**src/rtl/alu_sequencer_pkg.sv**
```systemverilog
// Shared types and constants for the ALU sequencer.
// Instruction layout: {op, rd, rs1, rs2, use_imm, imm}.
package alu_sequencer_pkg;

    localparam int DATA_W  = 5;
    localparam int REG_AW  = 3;
    localparam int INSTR_W = 18;

    localparam int OP_MSB   = 17;
    localparam int OP_LSB   = 15;
    localparam int RD_MSB   = 14;
    localparam int RD_LSB   = 12;
    localparam int RS1_MSB  = 11;
    localparam int RS1_LSB  = 9;
    localparam int RS2_MSB  = 8;
    localparam int RS2_LSB  = 6;
    localparam int UIMM_BIT = 5;
    localparam int IMM_MSB  = 4;
    localparam int IMM_LSB  = 0;

    localparam logic [2:0] OP_AND  = 3'b000;
    localparam logic [2:0] OP_OR   = 3'b001;
    localparam logic [2:0] OP_ADD  = 3'b010;
    localparam logic [2:0] OP_SLT  = 3'b011;
    localparam logic [2:0] OP_ANDN = 3'b100;
    localparam logic [2:0] OP_ORN  = 3'b101;
    localparam logic [2:0] OP_SUBN = 3'b110;
    localparam logic [2:0] OP_MOV  = 3'b111;

    localparam logic [1:0] F_AND = 2'b00;
    localparam logic [1:0] F_OR  = 2'b01;
    localparam logic [1:0] F_ADD = 2'b10;
    localparam logic [1:0] F_SLT = 2'b11;
    localparam logic [2:0] F_INV = 3'b100;

    typedef enum logic [1:0] {
        IDLE,
        ISSUE,
        WB
    } state_t;

    function automatic logic is_add(input logic [2:0] f);
        return f[1:0] == F_ADD;
    endfunction

endpackage

```
**src/rtl/alu_sequencer_if.sv**
```systemverilog
// Instruction handshake between the source and the sequencer.
// master = instruction source, slave = sequencer.
interface alu_sequencer_if;
    import alu_sequencer_pkg::*;

    logic               in_valid;
    logic               in_ready;
    logic [INSTR_W-1:0] in_instr;

    modport master (
        output in_valid,
        output in_instr,
        input  in_ready
    );

    modport slave (
        input  in_valid,
        input  in_instr,
        output in_ready
    );

endinterface

```
**src/rtl/alu_sequencer_regfile.sv**
```systemverilog
// Register file: two operand reads, one debug read, one write.
// r0 is never written and always reads zero.
module alu_regfile #(
    parameter int DW = 5,
    parameter int AW = 3
) (
    input  logic          clk,
    input  logic          rst_n,
    input  logic [AW-1:0] ra1_i,
    input  logic [AW-1:0] ra2_i,
    input  logic [AW-1:0] dbg_addr_i,
    input  logic          we_i,
    input  logic [AW-1:0] wa_i,
    input  logic [DW-1:0] wd_i,
    output logic [DW-1:0] rd1_o,
    output logic [DW-1:0] rd2_o,
    output logic [DW-1:0] dbg_o
);

    localparam int NREG = 2 ** AW;

    logic [DW-1:0] mem_q [NREG];

    always_ff @(posedge clk or negedge rst_n) begin
        if (!rst_n) begin
            for (int i = 0; i < NREG; i++) begin
                mem_q[i] <= '0;
            end
        end else if (we_i && (wa_i != '0)) begin
            mem_q[wa_i] <= wd_i;
        end
    end

    assign rd1_o = (ra1_i == '0) ? '0 : mem_q[ra1_i];
    assign rd2_o = (ra2_i == '0) ? '0 : mem_q[ra2_i];
    assign dbg_o = (dbg_addr_i == '0) ? '0 : mem_q[dbg_addr_i];

endmodule

```
**src/rtl/alu_sequencer.sv**
```systemverilog
// Drives a registered ALU: decode, issue, wait one clock, write back.
// One instruction retires every three cycles.
module alu_sequencer
    import alu_sequencer_pkg::*;
#(
    parameter int DATA_W = alu_sequencer_pkg::DATA_W,
    parameter int REG_AW = alu_sequencer_pkg::REG_AW
) (
    input  logic              clk,
    input  logic              rst_n,
    alu_sequencer_if.slave    in_if,
    output logic [DATA_W-1:0] alu_a,
    output logic [DATA_W-1:0] alu_b,
    output logic [2:0]        alu_f,
    input  logic [DATA_W-1:0] alu_y,
    input  logic              alu_cout,
    output logic              done,
    output logic [DATA_W-1:0] result,
    output logic              carry_flag,
    input  logic [REG_AW-1:0] dbg_addr,
    output logic [DATA_W-1:0] dbg_data
);

    state_t            state_q, state_d;
    logic [REG_AW-1:0] rd_q, rd_d;
    logic              add_q, add_d;
    logic [DATA_W-1:0] a_q, a_d;
    logic [DATA_W-1:0] b_q, b_d;
    logic [2:0]        f_q, f_d;
    logic              done_q, done_d;
    logic [DATA_W-1:0] res_q, res_d;
    logic              cy_q, cy_d;

    logic [2:0]        op;
    logic              use_imm;
    logic [DATA_W-1:0] imm_ext;
    logic [DATA_W-1:0] rs1_data;
    logic [DATA_W-1:0] rs2_data;
    logic              we;

    assign op      = in_if.in_instr[OP_MSB:OP_LSB];
    assign use_imm = in_if.in_instr[UIMM_BIT];
    assign imm_ext = DATA_W'(in_if.in_instr[IMM_MSB:IMM_LSB]);

    alu_regfile #(
        .DW(DATA_W),
        .AW(REG_AW)
    ) u_rf (
        .clk       (clk),
        .rst_n     (rst_n),
        .ra1_i     (in_if.in_instr[RS1_MSB:RS1_LSB]),
        .ra2_i     (in_if.in_instr[RS2_MSB:RS2_LSB]),
        .dbg_addr_i(dbg_addr),
        .we_i      (we),
        .wa_i      (rd_q),
        .wd_i      (alu_y),
        .rd1_o     (rs1_data),
        .rd2_o     (rs2_data),
        .dbg_o     (dbg_data)
    );

    always_comb begin
        state_d = state_q;
        rd_d    = rd_q;
        add_d   = add_q;
        a_d     = a_q;
        b_d     = b_q;
        f_d     = f_q;
        done_d  = 1'b0;
        res_d   = res_q;
        cy_d    = cy_q;
        we      = 1'b0;
        unique case (state_q)
            IDLE: begin
                if (in_if.in_valid) begin
                    a_d  = rs1_data;
                    rd_d = in_if.in_instr[RD_MSB:RD_LSB];
                    // MOV is an OR against zero or the immediate
                    if (op == OP_MOV) begin
                        f_d = {1'b0, F_OR};
                        b_d = use_imm ? imm_ext : '0;
                    end else begin
                        f_d = op;
                        b_d = use_imm ? imm_ext : rs2_data;
                    end
                    add_d   = is_add(f_d);
                    state_d = ISSUE;
                end
            end
            ISSUE: state_d = WB;
            WB: begin
                we      = (rd_q != '0);
                res_d   = alu_y;
                done_d  = 1'b1;
                cy_d    = add_q ? alu_cout : cy_q;
                state_d = IDLE;
            end
            default: state_d = IDLE;
        endcase
    end

    always_ff @(posedge clk or negedge rst_n) begin
        if (!rst_n) begin
            state_q <= IDLE;
            rd_q    <= '0;
            add_q   <= 1'b0;
            a_q     <= '0;
            b_q     <= '0;
            f_q     <= '0;
            done_q  <= 1'b0;
            res_q   <= '0;
            cy_q    <= 1'b0;
        end else begin
            state_q <= state_d;
            rd_q    <= rd_d;
            add_q   <= add_d;
            a_q     <= a_d;
            b_q     <= b_d;
            f_q     <= f_d;
            done_q  <= done_d;
            res_q   <= res_d;
            cy_q    <= cy_d;
        end
    end

    assign in_if.in_ready = (state_q == IDLE);
    assign alu_a          = a_q;
    assign alu_b          = b_q;
    assign alu_f          = f_q;
    assign done           = done_q;
    assign result         = res_q;
    assign carry_flag     = cy_q;

endmodule
```
**src/flat_wrapper.sv**
```systemverilog
// flat-port wrapper written by rule: the top's interface ports become plain ports
module alu_sequencer_flat import alu_sequencer_pkg::*;
#(
    parameter int DATA_W = alu_sequencer_pkg::DATA_W,
    parameter int REG_AW = alu_sequencer_pkg::REG_AW
)
  (clk, rst_n, alu_a, alu_b, alu_f, alu_y, alu_cout, done, result, carry_flag, dbg_addr, dbg_data, in_if_in_valid, in_if_in_instr, in_if_in_ready);
  alu_sequencer_if in_if_i ();
  input  logic clk;
  input  logic rst_n;
  output logic [DATA_W-1:0] alu_a;
  output logic [DATA_W-1:0] alu_b;
  output logic [2:0] alu_f;
  input  logic [DATA_W-1:0] alu_y;
  input  logic alu_cout;
  output logic done;
  output logic [DATA_W-1:0] result;
  output logic carry_flag;
  input  logic [REG_AW-1:0] dbg_addr;
  output logic [DATA_W-1:0] dbg_data;
  input wire logic [$bits(in_if_i.in_valid)-1:0] in_if_in_valid;
  input wire logic [$bits(in_if_i.in_instr)-1:0] in_if_in_instr;
  output wire logic [$bits(in_if_i.in_ready)-1:0] in_if_in_ready;
  assign in_if_i.in_valid = in_if_in_valid;
  assign in_if_i.in_instr = in_if_in_instr;
  assign in_if_in_ready = in_if_i.in_ready;
  alu_sequencer #(.DATA_W(DATA_W), .REG_AW(REG_AW)) u_core (.clk(clk), .rst_n(rst_n), .in_if(in_if_i), .alu_a(alu_a), .alu_b(alu_b), .alu_f(alu_f), .alu_y(alu_y), .alu_cout(alu_cout), .done(done), .result(result), .carry_flag(carry_flag), .dbg_addr(dbg_addr), .dbg_data(dbg_data));
endmodule
```
**config.mk**
```make
export PLATFORM = sky130hd
export DESIGN_NAME = alu_sequencer_flat
export DESIGN_NICKNAME = d
export VERILOG_FILES = /design/src/rtl/alu_sequencer_pkg.sv /design/src/rtl/alu_sequencer_if.sv /design/src/rtl/alu_sequencer_regfile.sv /design/src/rtl/alu_sequencer.sv /design/src/flat_wrapper.sv
export SDC_FILE = /design/constraint.sdc
export NUM_CORES = 1
export LEC_CHECK = 0
export CAP_MARGIN = 20
export CORE_MARGIN = 1
export CORE_UTILIZATION = 57
export CTS_CLUSTER_DIAMETER = 80
export CTS_CLUSTER_SIZE = 24
export DETAILED_ROUTE_END_ITERATION = 7
export PLACE_DENSITY = 0.85
export SKIP_CTS_REPAIR_TIMING = 1
export SYNTH_ARGS = -nofsm -noshare
export SYNTH_HDL_FRONTEND = slang
export SYNTH_SLANG_ARGS = --single-unit
```
**constraint.sdc**
```tcl
create_clock -name clk -period 3.4 [get_ports clk]
set_input_delay 0.34 -clock clk [delete_from_list [all_inputs] [get_ports clk]]
set_output_delay 0.34 -clock clk [all_outputs]
set_load 0.01 [all_outputs]
```
# Word-level counts from Yosys, hierarchy flattened
# Cells that the tools add are included.
[op_classes] n_mux=25 n_shift=0 mul=0 reduce_logical=9 n_addsub=0 magnitude_cmp=5 eq_ne=5 n_bitwise=4 div=0
[op_table] op="$mux W5" n=13
[op_table] op="$bmux W5 S3" n=3
[op_table] op="$bwmux W40" n=1
[op_table] op="$ge A4 B4 Y1 const B" n=4
[op_table] op="$not A3 Y4" n=4
[op_table] op="$demux W5 S3" n=1
[op_table] op="$logic_not A3 Y1" n=3
[op_table] op="$mux W3" n=3
[op_table] op="$eq A2 B2 Y1 const B" n=2
[op_table] op="$lt A4 B1 Y1 const B" n=1
[op_table] op="$pmux W2 S2" n=1
[op_table] op="$reduce_and A2 Y1" n=2
[op_table] op="$eq A3 B3 Y1 const B" n=1
[op_table] op="$reduce_bool A3 Y1" n=1
[op_table] op="$eq A2 B1 Y1 const B" n=1
[op_table] op="$logic_and A1 B1 Y1" n=2
[op_table] op="$logic_not A2 Y1" n=1
[op_table] op="$mux W1" n=2
[op_table] op="$mux W2" n=1
[op_table] op="$ne A2 B2 Y1 const B" n=1
[word_totals] romBits=0 regBits=66 n_memories=0 mem_bits_rw=0 latchBits=0

# Longest topological paths before layout
[logic_depth] ltp_word=7 ltp_mapped=6

# Cells and area by module
# A second synthesis with hierarchy kept.
[unflattened] cells_unflattened=272 hier_area_um2=3316.9
[by_module_without_submodules] mod="alu_regfile" cells_each=182 instances=1 seq_area_each_um2=875.8 area_per_inst_um2=2269.7
[by_module_without_submodules] mod="alu_sequencer" cells_each=90 instances=1 seq_area_each_um2=650.6 area_per_inst_um2=1047.3

# Least setup slack after synthesis
# OpenSTA, ideal clock, no wires.
[synth_path] kind="input to output" from="in dbg_addr[1]" to="out dbg_data[3]" required_ps=3060 cell_stages=4 setup_slack_ps=1711 path_buffers=1 arrival_time_ps=1349 cell_sequence="clkbuf_1 > nor2b_1 > a22oi_1 > o21ai_0"
[synth_between] elab_chain_cells=5 word_cells_on_any_way=6
[synth_lines] element="from (decl)" line_no="flat_wrapper.sv:19" text="input logic [REG_AW-1:0] dbg_addr;"
[synth_lines] element="$not A3 Y4 (implied by the code)" line_no="alu_sequencer_regfile.sv:36" text="assign dbg_o = (dbg_addr_i == '0) ? '0 : mem_q[dbg_addr_i];"
[synth_lines] element="$bmux W5 S3" line_no="alu_sequencer_regfile.sv:36"
[synth_lines] element="$mux W5 (implied by the code) (2 in a row)" line_no="alu_sequencer_regfile.sv:36"
[synth_lines] element="$mux W5 (*)" line_no="alu_sequencer_regfile.sv:36"
[synth_lines] element="to (decl)" line_no="flat_wrapper.sv:20" text="output logic [DATA_W-1:0] dbg_data;"
# Mark *: on every way between the ends. The rest lies on a longest branch, timed or not. The select of a mux whose other input is x is not followed.

# Final worst setup path
[layout_path] from="in dbg_addr[0]" to="out dbg_data[3]"
# Same word-level chain as after synthesis.

==> flow_summary.ini <==
[outcome]
outcome = complete, no violations

[logic_synthesis]
yosysTopAreaCell = dfrtp_1
synth_flop_cell = dfrtp_1
avgSynthCellArea_um2 = 11.86
synth_edf_count = 0
ys_ff_latch = 61
syn_nets = 307
yosysSeqAreaShare_pct = 46.46
synth_cell_type_count = 36
yosys-top-cells-area = dfrtp_1 (46%), mux2_2 (16%), mux4_2 (5.5%)
synth_top_area_share_pct = 46.46
synthArstFlopShare_pct = 100.0
synth-warning-count = 0
netlist_instances = 277
synth.cell_area_mm2 = 0.003286

[final_layout]
fin_nets = 362
final_area_mm2 = 0.004080
layout-area-overhead-vs-synth_pct = 24.18
stdcell_count = 409
diodes = 0
drive_gt1_share_pct = 26.41
fillCellCount = 387
finish.utilization_pct = 73.65

[clocking]
clock-root-buffer = clkbuf_8
clk_pin_slew_worst_paths_ps = 70
clkLatencyLatePin_ps = 350
clock_tree.buffer_depth = 2
cts_made_buffers = 9
cts.sinks = 61
cts_tree = yes
ctsHtreeMaxLevel = 3

[detailed_routing]
wl_per_cell_um = 19.85
first_iter_violations = 222
drc = 0
vias = 2457
vias_per_cell = 6.007
routed_wirelength_um = 8120
firstDrtPassIters = 4
postRouteAntennaNets = 0

[power]
p_per_area_mw_per_mm2 = 720.9
leakage_nw = 1.790
ir_drop_uv = 446.5

[floorplan]
io_pins = 56
dieArea_mm2 = 0.006072
dieWidth_um = 77.92
core_area_mm2 = 0.005540
rows = 27
initial_utilization_pct = 59.30
die_h_um = 77.92

[global_routing]
antenna_found_initial = 0
grt_pass1_wl_um = 12970
grt_pass1_vias = 2445
overflow = 0
grt_usage_pct = 29.62
grt_max_degree = 47

[critical_path]
critical-path-top-delay-family = buffers and inverters
worstPathArrival_ps = 2570
critical_path_class = in -> out
critPathMaxFanout = 11
crit_path_end_kind = output pin
critPathBufInv = 2
critPathRequiredTime_ps = 3060
start_kind = input pin
cp_common_cell = clkdlybuf4s50_1
path_cells = clkdlybuf4s50_1 > nor2b_1 > a22oi_1 > o21ai_0 > clkdlybuf4s50_1
cpMaxStageDelayCell = clkdlybuf4s50_1
max_stage_delay_ps = 700

[timing]
rsz0062_at_grt = no
drv_slew = 0
tns_ps = 0
max_freq_mhz = 344.0
clock_skew_ps = 3.934
min_period_over_period_pct = 85.50
setup_viol = 0
tightest_slew_ps = 913.0
finalHoldViolCount = 0
worst_slew_margin_rel_pct = 38.66
layout_min_cycle_time_ps = 2907

[run]
maxCapViolations = 0

[place]
placed_area_mm2 = 0.003857
gp_congestion = 0.9435
hpwl_um = 5440
numPortBuffers = 55
placed_cells = 391

[min_path]
hold_class = in -> async
[metrics by stage]
stage	worst slack [ps]	hold slack, ps	total power, mW
after global routing	308.1	427.0	3.091
after floorplan	1711	44.41	1.866
after global placement	546.1	450.4	2.250
final	492.8	402.1	2.941
after detailed placement	579.6	455.7	2.286
after CTS	575.8	191.9	2.933
[registers in the layout, indices dropped and copies added, names as in the netlist, 2 cells and up]
register,count
u_core.alu_a,5
u_core.result,5
u_core.rd_q,3
u_core.alu_f,3
u_core.alu_b,5
u_core.u_rf.mem_q,35
u_core.state_q,2
[Yosys cell counts (all sizes together) (4+ instances only)]
cell type   n
a21oi       5
a221oi     11
buf         9
clkbuf      8
dfrtp      61
inv         4
mux2       58
mux2i       9
mux4        8
nand2      48
nand3       5
nor2b       9
o22ai       4
o31ai       4
[power by group]
group | internal, mW | total, mW | switching [mW]
Combinational | 0.649 | 1.03 | 0.381
Clock | 0.356 | 0.640 | 0.284
Sequential | 1.01 | 1.27 | 0.265
Total | 2.01 | 2.94 | 0.929
[cells by family after synthesis]
| group | Yosys count | share of synthesized area, % |
|---|---|---|
| buffers and inverters | 22 | 3.465 |
| multiplexers | 75 | 29.25 |
| flip-flops | 61 | 46.46 |
| AO/OA/AOI/OAI | 39 | 8.911 |
| AND/OR/NAND/NOR | 80 | 11.92 |
[worst register-to-register path, delay by kind of cell, from the launching register on]
kind | cells | cell delay [ps]
compound gates | 1 | 380
buf+inv | 1 | 360
flops | 1 | 410
simple gates | 2 | 870
[path summary, 6_finish.rpt]
kind                                    endpoint  slack, ps               from  cells past startpoint
max in group asynchronous  u_core.u_rf.mem_q[11]       2500              rst_n                      3
setup reg to reg                 u_core.alu_b[1]       1260  u_core.state_q[0]                      4
hold reg to reg                  u_core.alu_f[2]        470    u_core.alu_f[2]                      2
min in group clk                 u_core.alu_f[2]        470    u_core.alu_f[2]                      2
setup / recovery                     dbg_data[3]        490        dbg_addr[0]                      5
hold / removal             u_core.u_rf.mem_q[29]        400              rst_n                      2
[layout make-up]
type | instances | area [µm²] | area share, %
well taps | 72 | 90.09 | 2.208
multi-input cells | 194 | 1645 | 40.33
clock buffers | 12 | 145.1 | 3.557
flip-flops and latches | 61 | 1526 | 37.41
clock inverters | 4 | 47.55 | 1.165
repair buffers | 61 | 605.6 | 14.84
inverters | 5 | 20.02 | 0.4906
[per-layer routing]
metal	GRT usage (%)	part of all wire [%]	wire length, µm
met5	0	0	0
met4	18.52	3.6	294
met3	7.059	7.1	576
met2	42.83	45	3673
met1	40.24	44	3575
[cells in the final DEF, fill, tap and decap left out, types with 2 or more instances in the layout]
cell type and count:
o22ai_1 4, o21ai_0 2, nand2_1 48, and2_1 2
inv_1 4, nor2_1 2, nand2b_1 3, nand3b_1 2
o221ai_1 2, a22oi_1 2, mux2_2 48, nor3b_1 3
a221oi_1 11, clkbuf_8 10, a211oi_1 2, nand3_1 5
nor2b_1 9, o31ai_1 4, buf_4 4, clkinv_2 3
a21oi_1 5, clkdlybuf4s50_1 54, or4b_4 2, clkbuf_1 2
mux2_4 10, mux2i_1 9, dfrtp_1 61, mux4_2 8
o311ai_0 2, o22a_1 2
No activity file was read; power rests on OpenSTA's default activity.
